==> src/rtl/score_display.sv <==
// score_display
//   Converts the 12-bit binary game score to four BCD digits with a
//   multi-cycle shift-and-add-3 FSM and drives a 4-digit active-low
//   common-anode 7-segment display. Digits are time-multiplexed and
//   leading zeros are blanked.
//
// Parameters
//   REFRESH_DIV : width of the free-running scan counter (>= 3). The top two
//                 bits pick the lit digit.
// Ports
//   clk       : system clock
//   rst_n     : asynchronous active-low reset
//   score     : binary score 0..4095
//   an        : digit enables, active-low, an[0] = rightmost digit
//   seg       : segments {g,f,e,d,c,b,a}, active-low
//   dp        : decimal point, active-low, always off
//   bcd       : last converted value, bcd[3:0] = ones digit
//   busy      : conversion in progress
//   fsm_state : current FSM state (debug visibility)
//
// Handshake: none. score is sampled only in IDLE; changes while busy are
// picked up by the mismatch check on the next IDLE cycle.
module score_display #(
    parameter int REFRESH_DIV = 17
) (
    input  logic        clk,
    input  logic        rst_n,
    input  logic [11:0] score,
    output logic [3:0]  an,
    output logic [6:0]  seg,
    output logic        dp,
    output logic [15:0] bcd,
    output logic        busy,
    output logic [1:0]  fsm_state
);

    typedef enum logic [1:0] {
        IDLE = 2'd0,
        CONV = 2'd1,
        DONE = 2'd2
    } state_t;

    state_t                 state;
    logic [11:0]            src;
    logic [27:0]            sh;
    logic [3:0]             cnt;
    logic [REFRESH_DIV-1:0] scan;

    // Add-3 correction of every BCD nibble before the shift.
    logic [15:0] adj;
    always_comb begin
        adj = sh[27:12];
        for (int i = 0; i < 4; i++) begin
            if (sh[12 + 4*i +: 4] >= 4'd5) begin
                adj[4*i +: 4] = sh[12 + 4*i +: 4] + 4'd3;
            end
        end
    end

    // Conversion FSM. busy is registered: it rises with the edge that
    // starts a conversion and drops on the IDLE edge that finds no new
    // work, so it also covers the cycle in which the fresh bcd appears.
    always_ff @(posedge clk or negedge rst_n) begin
        if (!rst_n) begin
            state <= IDLE;
            src   <= 12'd0;
            sh    <= 28'd0;
            cnt   <= 4'd0;
            bcd   <= 16'd0;
            busy  <= 1'b0;
        end else begin
            case (state)
                IDLE: begin
                    if (score != src) begin
                        src   <= score;
                        sh    <= {16'd0, score};
                        cnt   <= 4'd0;
                        busy  <= 1'b1;
                        state <= CONV;
                    end else begin
                        busy  <= 1'b0;
                    end
                end
                CONV: begin
                    sh   <= {adj[14:0], sh[11:0], 1'b0};
                    cnt  <= cnt + 4'd1;
                    busy <= 1'b1;
                    if (cnt == 4'd11) begin
                        state <= DONE;
                    end
                end
                DONE: begin
                    bcd   <= sh[27:12];
                    busy  <= 1'b1;
                    state <= IDLE;
                end
                default: begin
                    state <= IDLE;
                end
            endcase
        end
    end

    // Digit selection and blanking for the current scan slot.
    logic [1:0] digit;
    logic [3:0] nib;
    logic       blank;

    assign digit = scan[REFRESH_DIV-1 -: 2];
    assign nib   = bcd[{digit, 2'b00} +: 4];

    always_comb begin
        blank = 1'b0;
        case (digit)
            2'd3: blank = (bcd[15:12] == 4'd0);
            2'd2: blank = (bcd[15:8]  == 8'd0);
            2'd1: blank = (bcd[15:4]  == 12'd0);
            default: blank = 1'b0;
        endcase
    end

    function automatic logic [6:0] seg_code(input logic [3:0] n);
        case (n)
            4'd0: seg_code = 7'h40;
            4'd1: seg_code = 7'h79;
            4'd2: seg_code = 7'h24;
            4'd3: seg_code = 7'h30;
            4'd4: seg_code = 7'h19;
            4'd5: seg_code = 7'h12;
            4'd6: seg_code = 7'h02;
            4'd7: seg_code = 7'h78;
            4'd8: seg_code = 7'h00;
            4'd9: seg_code = 7'h10;
            default: seg_code = 7'h7F;
        endcase
    endfunction

    // Registered scan path: outputs lag scan/bcd by one cycle.
    always_ff @(posedge clk or negedge rst_n) begin
        if (!rst_n) begin
            scan <= '0;
            an   <= 4'hF;
            seg  <= 7'h7F;
        end else begin
            scan <= scan + {{(REFRESH_DIV-1){1'b0}}, 1'b1};
            an   <= ~(4'b0001 << digit);
            seg  <= blank ? 7'h7F : seg_code(nib);
        end
    end

    assign dp        = 1'b1;
    assign fsm_state = state;

endmodule

==> config.mk <==
export PLATFORM = sky130hd
export DESIGN_NAME = score_display
export DESIGN_NICKNAME = d
export VERILOG_FILES = /design/src/rtl/score_display.sv
export SDC_FILE = /design/constraint.sdc
export NUM_CORES = 1
export LEC_CHECK = 0
export CORE_AREA = 10 10 125 127
export CTS_BUF_LIST = sky130_fd_sc_hd__clkbuf_2
export DETAILED_ROUTE_END_ITERATION = 10
export DIE_AREA = 0 0 135 137
export GPL_TIMING_DRIVEN = 0
export MAX_ROUTING_LAYER = met4
export PLACE_DENSITY = 0.64
export SLEW_MARGIN = 20
export SYNTH_ARGS = -nofsm -noshare
export SYNTH_HDL_FRONTEND = slang
export SYNTH_SLANG_ARGS = --single-unit
==> constraint.sdc <==
create_clock -name clk -period 1.8 [get_ports clk]
set_input_delay 0.27 -clock clk [delete_from_list [all_inputs] [get_ports clk]]
set_output_delay 0.27 -clock clk [all_outputs]
set_load 0.03 [all_outputs]
==> run summary <==
status = complete, but fails checks
failing checks = setup timing
Cells after Synth = 393
post-synth top area cell = dfrtp_1
Synth Area in XOR/XNOR = 7.107%
Sw Pwr = 3620 µW
sequential share of power = 37.0%
global-route wire length before repair = 16810 µm
clock network power share = 10.4%
total gr overflow = 0
Synth Cell Area = 4489 µm²
proportion of synthesized area in mux cells = 9.671%
period utilization = 100.4%
RSZ-0062 raised after global routing = true
Final Max Tran Viols = 0
setup TNS = -0.01566 ns
most common cell after layout, fill and taps aside = dfrtp_1
top_reg_cell synth = dfrtp_1
Yosys top cell area share = 44.59%
CTS Buffer Depth = 2
Max Cap Violations = 0
ys async rst share = 100.0%
YS warnings = 0
Synth Area in Compound Gates = 12.76%
clock latency on the worst-skew pair = 0.58 ns
main combinational cell family by area after synthesis = compound AO/OA/AOI/OAI gates
Worst setup SP type = flop
WL final = 10260 µm
number of routed nets with antenna violations = 0
cell row count = 42
placed standard-cell area = 5175 µm²
largest net degree at the start of global routing = 49
Hold Path Class = in -> async
CP Data Required Time = 2.32 ns
CTS buffer count = 9
FMAX = 553.3 MHz
register area share after synthesis = 51.03%
GR Layer Usage met1 = 13.75%
Sw Ratio = 41.68%
WP data arrival = 2.33 ns
CP endpoint kind = flop
worst-path fanout max = 6
met3 usage = 3.006%
most frequent cells in the layout = dfrtp_1 (78), nand2_1 (26), mux2_2 (26)
number of diodes = 0
Core ar. = 13090 µm²
Buffers on Ports = 43
internal power = 5067 µW
First-pass DRT Iterations = 4
Final nets = 507
FF+latch count, synth = 91
Power Dens Cells = 1493 nW/µm²
final hold viol count = 0
vias per inst = 5.026
post-route design area = 5819 µm²
GP Congestion = 0.8031
vias post-DR = 3292
ratio of cells with drive above 1 in the final layout = 38.00%
layer with the highest usage = met2
vias in the first global route = 3391
initial cell density of the core = 34.31%
post-layout min period = 1.808 ns
Synth Area in Simple Gates = 10.28%
VDD IR max = 0.6744 mV
Layout Skew = 0.02837 ns
kind of critical path = reg -> reg
synthesis-to-layout area growth = 29.63%
grt met2 use = 18.48%
P_leak = 0.002547 µW
initial drt markers = 237
Clock Pin Slew Worst Setup and Hold Paths = 0.25 ns
Worst Setup Slack, final = -0.007502 ns
die area = 18500 µm²
DRC errors left = 0
Tot GR Track Use = 11.53%
number of synthesized flops with an enable pin = 0
Comb pwr share = 52.6%
CTS tree = yes
Synth cell types = 48
clk sink count = 91
syn avg cell area = 11.42 µm²
initial antenna violation count = 0
Die H = 137 µm
root buf cell = clkbuf_2
H-tree depth = 3
wire length per cell = 15.67 µm
HPWL Detailed = 6876 µm
Post-Syn Nets = 426
Synth area leaders = dfrtp_1 (45%), mux2_2 (7.3%), dfstp_2 (6.4%)
IO Pins = 45
Synth Area in Adders = 5.295%
setup violators final = 3
Chip Width = 135 µm
hold slack = 0.1317 ns
area by class of cell:
type | count | area [µm²]
plain buffers | 15 | 122.6
clock buffers | 11 | 55.05
clock inverters | 5 | 30.03
fillers | 1205 | 7266
inverters | 20 | 82.58
multi-input cells | 265 | 2320
flip-flops and latches | 91 | 2293
well taps | 176 | 220.2
repair buffers | 72 | 695.7
registers in the layout (all words and copies together), names as in the netlist:
name and flops:
an 4, bcd 16, busy 1, cnt 4, fsm_state 2, scan 17
seg 7, sh 28, src 12
stage by stage:
step                utilization, %  setup slack (ns)  power [µW]  cells
CTS                          42.65          -0.02782        8240    647
finish                       44.47         -0.007502        8687    655
detailed placement           39.55           -0.5794        6677    613
global route                 44.47           -0.1441        9293    655
global placement             39.33            -3.209        6556    612
floorplan                        -          0.004026        5614    393
cells by family after synthesis:
group	Yosys count
AO/OA/AOI/OAI	92
flip-flops	91
AND/OR/NAND/NOR	84
buffers and inverters	37
multiplexers	36
XOR/XNOR	33
adder cells (fa/ha/maj)	19
other	1
path summary, 6_finish.rpt:
path                                 to  cells after the start  slack, ns      from
worst max-delay path              sh[4]                      8     -0.008    src[3]
worst min-delay path             sh[18]                      2       0.13     rst_n
worst max register to register    sh[4]                      8     -0.008    src[3]
worst min register to register  scan[0]                      1       0.48   scan[0]
max in group asynchronous        sh[26]                      3       1.07     rst_n
min in group clk                  sh[1]                      3       0.43  score[1]
power groups by stage:
stage / logic, µW / registers [µW] / clock network [µW]
final: 4570 / 3210 / 901
after global routing: 4980 / 3290 / 1020
after CTS: 4160 / 3150 / 927
after detailed placement: 3490 / 3190 / 0
after global placement: 3390 / 3170 / 0
after floorplan: 2190 / 3430 / 0
critical path: stages (launching register included):
cell and delay [ns]:
dfrtp_1 0.46, xnor2_2 0.18, nand4_1 0.11, buf_6 0.15, o41ai_4 0.34, buf_6 0.19, buf_8 0.12, o22ai_2 0.07
a21oi_1 0.13
timing repair:
item / 4_1_cts / 5_1_grt
hold buffers: 1 / 0
cloned: 2 / 0
resized for setup: 106 / 82
endpoints found under the setup margin: 82 / 70
pin swaps: 7 / 16
buffers inserted: 17 / 10
hold endpoints to repair: 91 / 0
per-layer routing:
| layer | part of all wire [%] | vias up |
|---|---|---|
| met4 | 1.6 | 0 |
| met3 | 3.6 | 16 |
| li1 | - | 1565 |
| met1 | 45 | 1647 |
| met2 | 50 | 64 |
| met5 | 0 | - |
cells in the mapped netlist (3+ instances only):
cell type  count
mux2_2        29
buf_2          5
a31oi_1        5
nor3b_1        5
o21ai_0       23
and3_1         5
nor3_1         4
o22ai_1       22
a21oi_1       27
mux2i_1        4
xor2_1         7
inv_1         20
nor2_1        11
nand4_1        3
dfstp_2       11
and4_1         4
ha_1          19
nand3_1       10
xnor2_2        4
clkbuf_1       5
xnor2_1       22
nand2_1       26
mux4_2         3
nand2b_1       6
dfrtp_1       80
No activity file was read; power rests on OpenSTA's default activity.
